**config.mk**
```make
export PLATFORM = sky130hd
export DESIGN_NAME = truth_table_sweeper
export DESIGN_NICKNAME = d
export VERILOG_FILES = /design/src/rtl/truth_table_sweeper.sv
export SDC_FILE = /design/constraint.sdc
export NUM_CORES = 1
export LEC_CHECK = 0
export ABC_AREA = 1
export CAP_MARGIN = 30
export CORE_MARGIN = 2
export CORE_UTILIZATION = 50
export CTS_CLUSTER_SIZE = 14
export DETAILED_ROUTE_END_ITERATION = 10
export GPL_ROUTABILITY_DRIVEN = 0
export PLACE_DENSITY = 0.72
export SETUP_SLACK_MARGIN = 0.02
export SYNTH_ARGS = -nofsm -noshare
export SYNTH_HDL_FRONTEND = slang
export SYNTH_SLANG_ARGS = --single-unit
export TNS_END_PERCENT = 50
```
**constraint.sdc**
```tcl
create_clock -name FPGA_CLK_50 -period 1.7 [get_ports FPGA_CLK_50]
set_input_delay 0.255 -clock FPGA_CLK_50 [delete_from_list [all_inputs] [get_ports FPGA_CLK_50]]
set_output_delay 0.255 -clock FPGA_CLK_50 [all_outputs]
set_load 0.02 [all_outputs]
```
**src/rtl/truth_table_sweeper.sv**
```systemverilog
// truth_table_sweeper: applies every input vector of an N_IN-input evolved
// logic array, compares its single output against a latched truth table and
// reports a fitness count plus a per-row mismatch map.
// DONE is high during the FINISH cycle. FITNESS/MISMATCH take the new result
// on the edge that leaves FINISH, so they are valid from the cycle after DONE.
// Optional macro CIRCUIT_OUT_SYNC_EN: routes CIRCUIT_OUT through a two-flop
// synchronizer and lengthens each DRIVE visit by two cycles to cover it.
//
// state    | meaning
// ---------+---------------------------------------------------------------
// S_IDLE   | waiting for START; CIRCUIT_IN holds the last applied row
// S_DRIVE  | row applied to CIRCUIT_IN, settle down-counter running
// S_SAMPLE | compare CIRCUIT_OUT against the target bit, then step the row
// S_FINISH | publish score and map, DONE high for this one cycle

module truth_table_sweeper #(
  parameter int N_IN   = 4,
  parameter int SETTLE = 4
) (
  input  logic                 FPGA_CLK_50,
  input  logic                 RESET_N,
  input  logic                 START,
  input  logic [2**N_IN-1:0]   TARGET,
  output logic [N_IN-1:0]      CIRCUIT_IN,
  input  logic                 CIRCUIT_OUT,
  output logic                 BUSY,
  output logic                 DONE,
  output logic [N_IN:0]        FITNESS,
  output logic [2**N_IN-1:0]   MISMATCH
);

  localparam int ROWS = 2**N_IN;

`ifdef CIRCUIT_OUT_SYNC_EN
  localparam int DRIVE_CYC = SETTLE + 2;

  logic sync_q1;
  logic sync_q2;
  logic circuit_out_s;

  // Two-flop synchronizer on the asynchronous array output
  always_ff @(posedge FPGA_CLK_50 or negedge RESET_N) begin
    if (!RESET_N) begin
      sync_q1 <= 1'b0;
      sync_q2 <= 1'b0;
    end else begin
      sync_q1 <= CIRCUIT_OUT;
      sync_q2 <= sync_q1;
    end
  end

  assign circuit_out_s = sync_q2;
`else
  localparam int DRIVE_CYC = SETTLE;

  logic circuit_out_s;
  assign circuit_out_s = CIRCUIT_OUT;
`endif

  localparam int CNT_W = (DRIVE_CYC > 1) ? $clog2(DRIVE_CYC) : 1;
  localparam logic [CNT_W-1:0] CNT_LOAD = CNT_W'(DRIVE_CYC - 1);
  localparam logic [N_IN-1:0]  LAST_IDX = N_IN'(ROWS - 1);

  typedef enum logic [1:0] {
    S_IDLE   = 2'd0,
    S_DRIVE  = 2'd1,
    S_SAMPLE = 2'd2,
    S_FINISH = 2'd3
  } state_t;

  state_t           state;
  state_t           state_nxt;
  logic [CNT_W-1:0] settle_cnt;
  logic [ROWS-1:0]  target_q;
  logic [N_IN:0]    score;
  logic [ROWS-1:0]  miss_map;
  logic             last_row;
  logic             row_match;

  assign last_row  = (CIRCUIT_IN == LAST_IDX);
  assign row_match = (circuit_out_s == target_q[CIRCUIT_IN]);

  // State register
  always_ff @(posedge FPGA_CLK_50 or negedge RESET_N) begin
    if (!RESET_N) state <= S_IDLE;
    else          state <= state_nxt;
  end

  // Next-state decode; START only matters in IDLE so mid-sweep pulses vanish
  always_comb begin
    state_nxt = state;
    case (state)
      S_IDLE:   if (START) state_nxt = S_DRIVE;
      S_DRIVE:  if (settle_cnt == '0) state_nxt = S_SAMPLE;
      S_SAMPLE: state_nxt = last_row ? S_FINISH : S_DRIVE;
      S_FINISH: state_nxt = S_IDLE;
      default:  state_nxt = S_IDLE;
    endcase
  end

  // Moore outputs
  always_comb begin
    BUSY = (state != S_IDLE);
    DONE = (state == S_FINISH);
  end

  // Row index, settle timer, running score/map and published results
  always_ff @(posedge FPGA_CLK_50 or negedge RESET_N) begin
    if (!RESET_N) begin
      CIRCUIT_IN <= '0;
      settle_cnt <= '0;
      target_q   <= '0;
      score      <= '0;
      miss_map   <= '0;
      FITNESS    <= '0;
      MISMATCH   <= '0;
    end else begin
      case (state)
        S_IDLE: begin
          if (START) begin
            target_q   <= TARGET;
            score      <= '0;
            miss_map   <= '0;
            CIRCUIT_IN <= '0;
            settle_cnt <= CNT_LOAD;
          end
        end
        S_DRIVE: begin
          if (settle_cnt != '0) settle_cnt <= settle_cnt - 1'b1;
        end
        S_SAMPLE: begin
          if (row_match) score <= score + 1'b1;
          else           miss_map[CIRCUIT_IN] <= 1'b1;
          // the index saturates on the last row instead of wrapping
          if (!last_row) CIRCUIT_IN <= CIRCUIT_IN + 1'b1;
          settle_cnt <= CNT_LOAD;
        end
        S_FINISH: begin
          FITNESS  <= score;
          MISMATCH <= miss_map;
        end
        default: ;
      endcase
    end
  end

endmodule
```
# After elaboration in Yosys (flattened, before gate mapping)
# Index checks and enable logic that the tools add are counted.
# W data, S select, Z words.
[totals]
ff_bits = 66
input_bits = 20
out_inout_bits = 27
elab_cells = 58
[op_classes]
n_addsub = 3
order_cmp = 2
n_eq_ne = 11
mux = 20
n_bitwise = 1
reduce_logical = 13
[ops]
columns = ["op", "count"]
rows = [
  ["$mux W16", 2],
  ["$pmux W16 S2", 1],
  ["$or A16 B16 Y16", 1],
  ["$ne A2 B2 Y1 const B", 6],
  ["$reduce_and A3 Y1", 4],
  ["$mux W2", 5],
  ["$mux W5", 2],
  ["$pmux W5 S2", 1],
  ["$mux W4", 2],
  ["$pmux W2 S4", 1],
  ["$pmux W4 S2", 1],
  ["$pmux W2 S3", 1],
  ["$reduce_bool A2 Y1", 3],
  ["$add A5 B1 Y5 const B", 1],
  ["$lt A4 B5 Y1 const B", 1],
  ["$add A4 B1 Y4 const B", 1],
  ["$bmux W1 S4", 1],
  ["$demux W1 S4", 1],
  ["$eq A2 B2 Y1 const B", 2],
  ["$eq A4 B4 Y1 const B", 1],
  ["$ge A4 B1 Y1 const B", 1],
  ["$logic_not A2 Y1", 2],
  ["$reduce_and A2 Y1", 2],
  ["$reduce_bool A3 Y1", 1],
  ["other kinds (5)", 6],
]

# Depth between registers and ports, before layout
[depth]
ltp_word = 7
ltp_mapped = 13

# Worst setup path before layout
# OpenSTA, ideal clock, no wires.
[synth_path]
kind = "reg2reg"
startpoint = "register CIRCUIT_IN[1]"
endpoint = "register miss_map[10]"
t_arrival_ns = 1.583
setup_slack_ns = 0.000
stages_incl_launch_ff = 13
period_less_slack_ns = 1.700
path_cell_list = "dfrtp_1 > inv_1 > nand3_1 > nand2_1 > nand2_1 > nand2_2 > nor2_2 > nand2_2 > nand3_4 > nand2_4 > buf_12 > nand2_2 > nand2_1"
[synth_via]
elab_chain_cells = 7
[synth_lines]
columns = ["element", "line", "source"]
rows = [
  ["from (decl)", "24", "output logic [N_IN-1:0] CIRCUIT_IN,"],
  ["from (signal assigned)", "135", "if (!last_row) CIRCUIT_IN <= CIRCUIT_IN + 1'b1;"],
  ["$lt A4 B5 Y1 (not written as such) / $ge A4 B1 Y1 (equally long branches)", "133", "else miss_map[CIRCUIT_IN] <= 1'b1;"],
  ["$logic_and A1 B1 Y1 (not written as such)", "133", ""],
  ["$mux W1 (not written as such)", "133", ""],
  ["$demux W1 S4", "133", ""],
  ["$or A16 B16 Y16 (no source line)", "--", ""],
  ["$mux W16", "132", "if (row_match) score <= score + 1'b1;"],
  ["$pmux W16 S2", "118", "case (state)"],
  ["to (signal assigned)", "114", "miss_map <= '0;"],
  ["to (signal assigned)", "123", "miss_map <= '0;"],
  ["to (signal, indexed assignment)", "133", ""],
  ["to (decl)", "76", "logic [ROWS-1:0] miss_map;"],
]
# Parallel ways exist; a longest one is shown, timed or not. The select of a mux whose other input is x is not followed.
# A chain may end at the register's enable or synchronous reset.

# Worst setup path in the final report
[layout_path]
startpoint = "register CIRCUIT_IN[0]"
endpoint = "register score[0]"
[layout_via]
elab_chain_cells = 5
[layout_lines]
columns = ["element", "line", "source"]
rows = [
  ["$bmux W1 S4", "81", "assign row_match = (circuit_out_s == target_q[CIRCUIT_IN]);"],
  ["$mux W1 (not written as such)", "81", ""],
  ["$eq A1 B1 Y1", "81", ""],
  ["$ne A2 B2 Y1 (no source line)", "--", ""],
  ["$reduce_and A3 Y1 (no source line)", "--", ""],
  ["to (signal assigned)", "132", ""],
  ["to (decl)", "75", "logic [N_IN:0] score;"],
]
# No other way between the ends. The select of a mux whose other input is x is not followed.

==> flow_summary.toml <==
[status]
outcome = "finished, final reports clean"

[routing]
vias_per_cell = 4.95
post_drt_wl_per_cell_um = 12.3
first_pass_iters = 4
ant_nets = 0
drc_errors = 0
totalWireLength_um = 6710
drt_iter0_markers = 271
route.vias.total = 2693

[layout]
multi_input_area_um2 = 1330
fin_cells = 544
layout_common_cells = "119 x nand2_1, 62 x dfrtp_1, 44 x inv_1"
final_common_cell = "nand2_1"
areaGrowthSynthToFinish_pct = 29.3
fin_nets = 488
num_antenna_cells = 0
drive_above_1_share_pct = 17.3
seqCellArea_um2 = 1660
nFillCells = 525

[timing]
maxSlewHeadroom_pct = 71.6
post-route-period-util_pct = 98.4
fin_worst_skew_ns = 0.00636
period_needed_ns = 1.67
hold_violations = 0
fmax_mhz = 598
whs_ns = 0.464
slew_violations = 0
final-setup-viol-count = 0
finalSetupTns_ns = 0
rsz0062_at_grt = "true"
tightest_slew_ns = 0.426

[synthesis]
synth_area_um2 = 3190
post-synth-top-area-fraction_pct = 51.8
avgSynthCellArea_um2 = 8.11
yosys_warnings = 0
synth_nets = 419
synth.area.top_cells = "dfrtp_1 52%, nand2_1 15%, o21ai_0 5.3%"
yosys.area.top_type = "dfrtp_1"
netlist_instances = 393
yosys_register_bits = 66
yosysSeqAreaShare_pct = 51.8
ys_types = 26

[worst_setup_path]
critPathBufInv = 2
r2r_end = "score[0]"
startpoint = "CIRCUIT_IN[0]"
ff2ff_setup_slack_ns = 0.03
cp_top_family = "simple AND/OR/NAND/NOR gates"
crit_type = "flop to flop"
end_kind = "flop"
worst-path-stages = 12
cpMostUsedCell = "nand2_1"
cpMaxStageDelayCell = "dfrtp_2"
critPathMaxFanout = 7
critPathArrivalTime_ns = 1.96
worstSetupEndpoint = "score[0]"
cp_cell_sequence = "buf_6, nand2_2, nand3_2, nand2_1, nand2_1, nand2_2, o21bai_4, nand3_4, buf_12, nand2_2, nand2_1, nand2_1"
critPathRequiredTime_ns = 1.99
cp_slowest_stage_delay_ns = 0.45
crit_path_start_kind = "flop"
r2r_cells = 12
crit-reg2reg-launch = "CIRCUIT_IN[0]"

[die]
io_pins = 47
rows = 29
die-area_um2 = 7030
die_y_um = 83.9
initial_core_util_pct = 51.1
core_area_um2 = 6240
die-width_um = 83.9

[global_route]
grt_max_degree = 39
grt_pass1_vias = 2429
grt_pass1_wl_um = 11100
track_usage_pct = 20.2
grt.overflow.total = 0
grt_antenna_before_repair = 0

[power_and_ir_drop]
p_total_w = 0.00546
irDropWorstVdd_mv = 0.748
cellLeakagePower_nw = 1.98
p_per_area_nw_per_um2 = 1320

[clock_tree]
clock_sink_count = 66
cts-root-buf = "clkbuf_8"
cts_buffers = 9
cts_tree = "done"
clock_tree.buffer_depth = 2
clkLatencyLatePin_ns = 0.35
clkTransAtPathRegs_ns = 0.07
htreeDepth = 3

[placement]
io_buffers = 46
hpwlAfterDp_um = 4720
dp_cells = 523

[run]
cap_violations = 0

[hold_path]
hold_class = "input port to flop"
## metrics by stage
step / setup WS [ns] / util (%) / instance area, µm²
6_report: 0.0280 / 66.1 / 4120
3_3_place_gp: 0.105 / 61.3 / 3830
4_1_cts: 0.0309 / 64.0 / 4000
5_1_grt: -0.0874 / 66.1 / 4120
2_1_floorplan: 0.0965 / - / 3190
3_5_place_dp: 0.0382 / 61.3 / 3830
## worst min-delay path, cell delays in order
cell             delay (ns)
clkdlybuf4s50_1        0.39
nand2_1                0.06
o21ai_0                0.06
## cells by family (layout without fill, tap and decap cells)
kind of cell / after synthesis / in the layout / synth area share, %
buffers and inverters: 65 / 138 / 8.63
flip-flops: 66 / 66 / 51.8
XOR/XNOR: 2 / 2 / 0.550
AND/OR/NAND/NOR: 193 / 194 / 26.5
adder cells (fa/ha/maj): 6 / 6 / 2.35
AO/OA/AOI/OAI: 61 / 61 / 10.2
## worst min path at each step
stage | from | endpoint | slack [ns] | cells after the start
after detailed placement | RESET_N | target_q[6] | 0.31 | 2
final | TARGET[7] | target_q[7] | 0.46 | 3
after global routing | TARGET[9] | target_q[9] | 0.48 | 3
after floorplan | RESET_N | CIRCUIT_IN[0] | -0.04 | 0
after global placement | RESET_N | target_q[6] | 0.31 | 2
after CTS | TARGET[7] | target_q[7] | 0.45 | 3
## layer usage
layer	GRT usage, %	vias to the layer above	share of wire, %
li1	-	1374	-
met1	27.0	1227	45
met2	30.5	76	47
met3	4.85	16	4.9
met4	10.9	0	2.8
met5	0	-	0
## cell type report
class | instances | share of cell area, %
Clock inverter | 3 | 0.364
Inverter | 51 | 4.76
Sequential cell | 66 | 40.2
Tap cell | 77 | 2.34
Timing Repair Buffer | 71 | 16.5
Multi-Input combinational cell | 263 | 32.2
Clock buffer | 13 | 3.61
## what timing repair did
action / CTS / global route
hold buffers: 1 / 0
cloned: 0 / 1
hold endpoints to repair: 66 / 0
resized for setup: 5 / 23
pin swaps: 0 / 1
buffers inserted: 0 / 3
endpoints found under the setup margin: 5 / 22
## flip-flops by register name, indices dropped and copies added (netlist names)
name and count:
MISMATCH 16, miss_map 16, target_q 16, FITNESS 5, score 5, CIRCUIT_IN 4, settle_cnt 2, state 2
## Yosys cell counts (all sizes together)
| library cell | n |
|---|---|
| o22ai | 2 |
| dfrtp | 66 |
| clkinv | 1 |
| a21oi | 20 |
| buf | 4 |
| ha | 6 |
| o21ai | 36 |
| nor2 | 20 |
| nor3 | 1 |
| o21bai | 1 |
| nand2 | 139 |
| clkbuf | 10 |
| xnor2 | 2 |
| a31oi | 1 |
| inv | 50 |
| nand3 | 33 |
| a211oi | 1 |
## where the power goes
part | switching [W] | leakage, nW | internal (W)
clock | 0.000578 | 0.0872 | 0.000563
sequential | 0.000163 | 0.876 | 0.00188
combinational | 0.00141 | 1.02 | 0.000860
Power figures use the tool's default switching activity.
==> edit 1, RTL diff (same flow settings) <==
`N_IN`: 4 -> 2.
--- a/src/rtl/truth_table_sweeper.sv
+++ b/src/rtl/truth_table_sweeper.sv
@@ -14,7 +14,7 @@
 // S_FINISH | publish score and map, DONE high for this one cycle
 
 module truth_table_sweeper #(
-  parameter int N_IN   = 4,
+  parameter int N_IN   = 2,
   parameter int SETTLE = 4
 ) (
   input  logic                 FPGA_CLK_50,
Interface: changed (resized CIRCUIT_IN, FITNESS, MISMATCH and TARGET); port bits go from 47 to 19. No check against the original RTL was run, so the function may have changed too.
==> edit 1 against the original RTL <==
- cell area down 64%
- power down 61%
- setup slack better by 0.12 ns
- first-iteration DRC count down 88%
- sequential cell count down 42
- routed wire length down 68%
- cell count down 67%
- clock skew down 0.0023 ns
- area after synthesis down 63%
- critical path type is now flop to output port
- largest cell class unchanged
==> edit 1: results (changes against the original RTL) <==
* Outcome: finished clean
* Tot Pwr at 0.00213 W (-61%)
* First-pass GRT wire length at 3740 um (-66%)
* Root buf cell: clkbuf_4
* Biggest regs: MISMATCH (4), miss_map (4), target_q (4)
* Worst-path clk slew at 0.13 ns (+0.06 ns)
* IO buf count at 18 (-61%)
* Slowest cell on crit path: dfrtp_1
* Detailed Route WL at 2130 um (-68%)
* Critical Path AT at 1.29 ns (-0.67 ns)
* Cell count after synthesis at 127 (-68%)
* Layout Cells excl Fill at 180 (-67%)
* Peak supply drop at 0.873 mV (+17%)
* GR met2 Demand/Resource at 0.331 (+0.0258)
* Post-DP Area at 0.00143 mm^2 (-63%)
* CP top delay family: flip-flops
* Pre-CTS setup slack at 0.277 ns (+0.238 ns)
* Met1 Wirelength at 934 um (-69%)
* HPWL Detailed at 1600 um (-66%)
* Sequential power at 0.000833 W (-59%)
* Number of buffers created by CTS at 3 (-6)
* Vias/cell at 5.06 (+2.1%)
* Final nets at 167 (-66%)
* Share of the yosys chip area belonging to registers at 0.503 (-0.0154)
* Sequential cell area at 601 um^2 (-64%)
* Pleak at 0.785 nW (-60%)
* Synth area leaders: dfrtp_1, nand2_1, ha_1, mux2_4, nand3_1
* Share of layout cells above drive strength 1 at 0.191 (+0.0173)
* Rel. slew slack at 0.799 (+0.0831)
* Hold crit path type: primary input to async pin
* Synth Net Count at 141 (-66%)
* Clk_lat worst skew at 0.31 ns (-0.04 ns)
* Met2 Wirelength at 1070 um (-66%)
* Maximum fanout along the worst path at 3 (-4)
* DR iter-0 viols at 32 (-88%)
* Gr usage total at 0.186 (-0.0161)
* Sw Ratio at 0.373 (-0.0219)
* Synth cell types at 22 (-15%)
* Logic pwr share at 0.416 (about the same)
* Met3 WL at 105 um (-68%)
* Critical Path Max Stage Delay at 0.43 ns (-0.02 ns)
* # H-tree levels at 1 (-2)
* Post-CTS setup buffer count at 0 (unchanged)
* Vias in the first global route at 914 (-62%)
* Fillers at 196 (-63%)
* Met1 usage at 0.214 (-0.0553)
* Clk_skew at 0.00407 ns (-0.00230 ns)
* Met3 Usage GRT at 0.0424 (-0.00609)
* Largest net degree at the start of global routing at 25 (-36%)
==> edit 1: cell types whose count changed in the layout (fill, tap and decap cells not counted), moves of 8 or more <==
cell,before,now
nand2_1,119,36
dfrtp_1,62,24
inv_1,44,8
o21ai_0,34,5
clkdlybuf4s50_1,39,14
a21oi_1,20,2
nand3_1,28,11
nand2_2,19,3
buf_4,18,3
clkbuf_8,10,0
nor2_1,15,7
==> edit 1: final cells by class <==
cell class | count | area share
multi-input cells | 89 | 0.362
well taps | 28 | 0.0236
inverters | 14 | 0.0388
flip-flops and latches | 24 | 0.405
repair buffers | 21 | 0.136
clock inverters | 1 | 0.0202
clock buffers | 3 | 0.0152
==> edit 1: cells by family (layout without fill, tap and decap cells) <==
| kind of cell | count (synthesis) | after routing | share of synthesized area |
|---|---|---|---|
| and+or+nand+nor | 66 | 66 | 0.265 |
| DFF | 24 | 24 | 0.503 |
| buffers and inverters | 14 | 39 | 0.0482 |
| AOI/OAI and AO/OA | 12 | 12 | 0.0639 |
| adders and majority gates | 6 | 6 | 0.0628 |
| muxes | 4 | 4 | 0.0503 |
| xor gates and xnor gates | 1 | 1 | 0.00733 |
==> edit 1: final timing paths <==
check | to | cells after the start | from | slack, ns
setup / recovery | BUSY | 3 | state[1] | 0.15
hold / removal | MISMATCH[1] | 2 | RESET_N | 0.27
setup reg to reg | miss_map[0] | 8 | CIRCUIT_IN[0] | 0.35
hold reg to reg | miss_map[3] | 2 | miss_map[3] | 0.49
max in group asynchronous | FITNESS[2] | 2 | RESET_N | 1.19
min in group FPGA_CLK_50 | miss_map[3] | 2 | miss_map[3] | 0.49
==> edit 1: timing repair <==
item                                    CTS  global route
pin swaps                                 0             0
endpoints found under the setup margin    3             1
endpoints found under the hold margin     0             0
resized for setup                         3             1
==> edit 2, RTL diff (same settings) <==
Made on the original files. Register the output `FITNESS` once more, cleared by the reset; this adds one clock of latency there. The other outputs are not delayed to match. Comments in the files are not updated.
--- a/src/rtl/truth_table_sweeper.sv
+++ b/src/rtl/truth_table_sweeper.sv
@@ -30,6 +30,8 @@
 );
 
   localparam int ROWS = 2**N_IN;
+
+  logic [N_IN:0] FITNESS_s0;
 
 `ifdef CIRCUIT_OUT_SYNC_EN
   localparam int DRIVE_CYC = SETTLE + 2;
@@ -112,7 +114,7 @@
       target_q   <= '0;
       score      <= '0;
       miss_map   <= '0;
-      FITNESS    <= '0;
+      FITNESS_s0 <= '0;
       MISMATCH   <= '0;
     end else begin
       case (state)
@@ -136,7 +138,7 @@
           settle_cnt <= CNT_LOAD;
         end
         S_FINISH: begin
-          FITNESS  <= score;
+          FITNESS_s0 <= score;
           MISMATCH <= miss_map;
         end
         default: ;
@@ -144,4 +146,12 @@
     end
   end
 
+  always_ff @(posedge FPGA_CLK_50 or negedge RESET_N) begin
+    if (!RESET_N) begin
+      FITNESS <= '0;
+    end else begin
+      FITNESS <= FITNESS_s0;
+    end
+  end
+
 endmodule
Behaviour: no difference found for any inputs over 10 cycles, from zero or initial values and one cycle with RESET_N low; that may be too few to reach the edited logic, so the function may still have changed.
==> edit 2 against the original RTL <==
- area after synthesis increased by 2.7%
- non-clock buffer count increased by 2
- power up 4.8%
- cell area rose by 4.9%
- setup slack better by 0.0034 ns
- critical path depth did not move
- sequential cell count grew 5
- synthesized cell count up 1.3%
- routed wire length up 8.9%
- hold slack worse by 0.085 ns
- largest power group unchanged
==> edit 2: results (changes against the original RTL) <==
* Clk_skew at 0.00844 ns (+0.00208 ns)
* Outcome: finished clean
* Share of layout cells above drive strength 1 at 0.197 (+0.0236)
* Max clock buf depth at 2 (unchanged)
* Fin Hold WS at 0.379 ns (-0.0847 ns)
* Synth Net Count at 424 (+1.2%)
* Synth cell types at 24 (-7.7%)
* Ys Warns at 0 (unchanged)
* Dpl cells at 531 (+1.5%)
* Top post-synthesis cells by count: nand2_1, dfrtp_1, inv_1
* # H-tree levels at 3 (unchanged)
* Pleak at 2.07 nW (+4.1%)
* Vias/cell at 4.99 (+0.89%)
* Clk_lat worst skew at roughly 0.34 ns
* Gr usage total at 0.206 (+0.00381)
* Antenna cells at 0 (unchanged)
* Maximum fanout along the worst path at 16 (+9)
* Worst-Margin Slew at 0.574 ns (+0.148 ns)
* Initial antenna violation count at 0 (unchanged)
* IO buf count at 46 (unchanged)
* Largest net degree at the start of global routing at 40 (+2.6%)
* Biggest regs: MISMATCH (16), miss_map (16), target_q (16)
* Detailed Route WL at 7310 um (+8.9%)
* Worst-path clk slew at 0.07 ns (about the same)
* Share of the yosys chip area belonging to registers at 0.542 (+0.0243)
* Final nets at 494 (+1.2%)
* Root buf cell: clkbuf_8
* Drt first pass iters at 4 (unchanged)
* Layout Cells excl Fill at 549 (+0.92%)
* Async SR Flop Fraction at 1.00 (unchanged)
* Setup WS post-layout at 0.0314 ns (+0.00340 ns)
* Synth area leaders: dfrtp_1, nand2_1, o21ai_0, inv_1, nand3_1
* Critical Path AT at 1.91 ns (-0.05 ns)
* Post-synthesis area per instance at 8.23 um^2 (+1.5%)
* Number of buffers created by CTS at 9 (unchanged)
* Peak supply drop at 1.09 mV (+46%)
* DR iter-0 viols at 165 (-39%)
* HPWL Detailed at 5050 um (+7.1%)
* Pre-CTS setup slack at -0.0245 ns (-0.0627 ns)
* Hold crit path type: flop to flop
* First-pass GRT wire length at 11800 um (+6.0%)
* Vias in the first global route at 2595 (+6.8%)
[edit 2: cell types whose count changed in the layout (fill, tap and decap cells not counted), sizes merged, moves of 2 or more]
cell,before,now
nand2,140,137
dfrtp,66,71
buf,25,27
nor2,20,17
o21ai,36,38
inv,50,52
clkbuf,13,11
[edit 2: layer usage]
metal	vias to the layer above	routed length, um	GRT usage
li1	1385	-	-
met1	1278	3330	0.276
met2	67	3570	0.329
met3	12	292	0.0428
met4	0	112	0.0823
met5	-	0	0
[edit 2: worst paths after layout]
path                       cells after the start     startpoint       endpoint
min in group asynchronous                      2        RESET_N   MISMATCH[14]
setup / recovery                              12  CIRCUIT_IN[0]    miss_map[2]
hold reg to reg                                0  FITNESS_s0[4]     FITNESS[4]
setup reg to reg                              12  CIRCUIT_IN[0]    miss_map[2]
hold / removal                                 0  FITNESS_s0[4]     FITNESS[4]
max in group asynchronous                      3        RESET_N  CIRCUIT_IN[1]
[edit 2: cell type report]
cell class | count | area (um^2)
fill | 502 | 2030
multi-input combinational | 260 | 1370
clock inverter | 4 | 47.5
sequential | 71 | 1780
inverter | 53 | 201
tap | 77 | 96.3
timing repair buffer | 73 | 702
clock buffer | 11 | 131
[edit 2: kinds of logic (layout without fill, tap and decap cells)]
| family | count (synthesis) | count (layout) | share of synthesized area |
|---|---|---|---|
| and+or+nand+nor | 189 | 189 | 0.244 |
| DFF | 71 | 71 | 0.542 |
| buffers and inverters | 67 | 141 | 0.0863 |
| AOI/OAI and AO/OA | 64 | 64 | 0.102 |
| adders and majority gates | 6 | 6 | 0.0229 |
| xor gates and xnor gates | 1 | 1 | 0.00267 |
[edit 2: worst max-delay path, stage by stage (launching register included)]
cell     delay, ns
dfrtp_2       0.45
inv_4         0.11
nand2_1       0.08
nand3_2       0.07
nand2_1       0.05
nand2_1       0.08
nand2_2       0.08
nor2_1        0.10
nand2_1       0.09
nand3_4       0.15
nand2_8       0.14
nand2_1       0.10
nand2_1       0.06
[edit 2: power by group]
group          total [W]  switching, W  internal (W)
registers        0.00217      0.000166       0.00201
logic            0.00227       0.00145      0.000823
clock network    0.00127      0.000608      0.000666
[edit 2: through the flow]
step | util | area [um^2]
6_report | 0.681 | 4320
5_1_grt | 0.681 | 4320
4_1_cts | 0.656 | 4170
3_5_place_dp | 0.622 | 3950
3_3_place_gp | 0.622 | 3950
2_1_floorplan | - | 3280
[edit 2: what timing repair did]
item | in CTS | in global routing
setup endpoints to repair | 26 | 27
pin swaps | 0 | 30
setup buffers | 2 | 0
gates resized for setup | 7 | 45
hold endpoints to repair | 22 | 0
hold buffers | 1 | 0
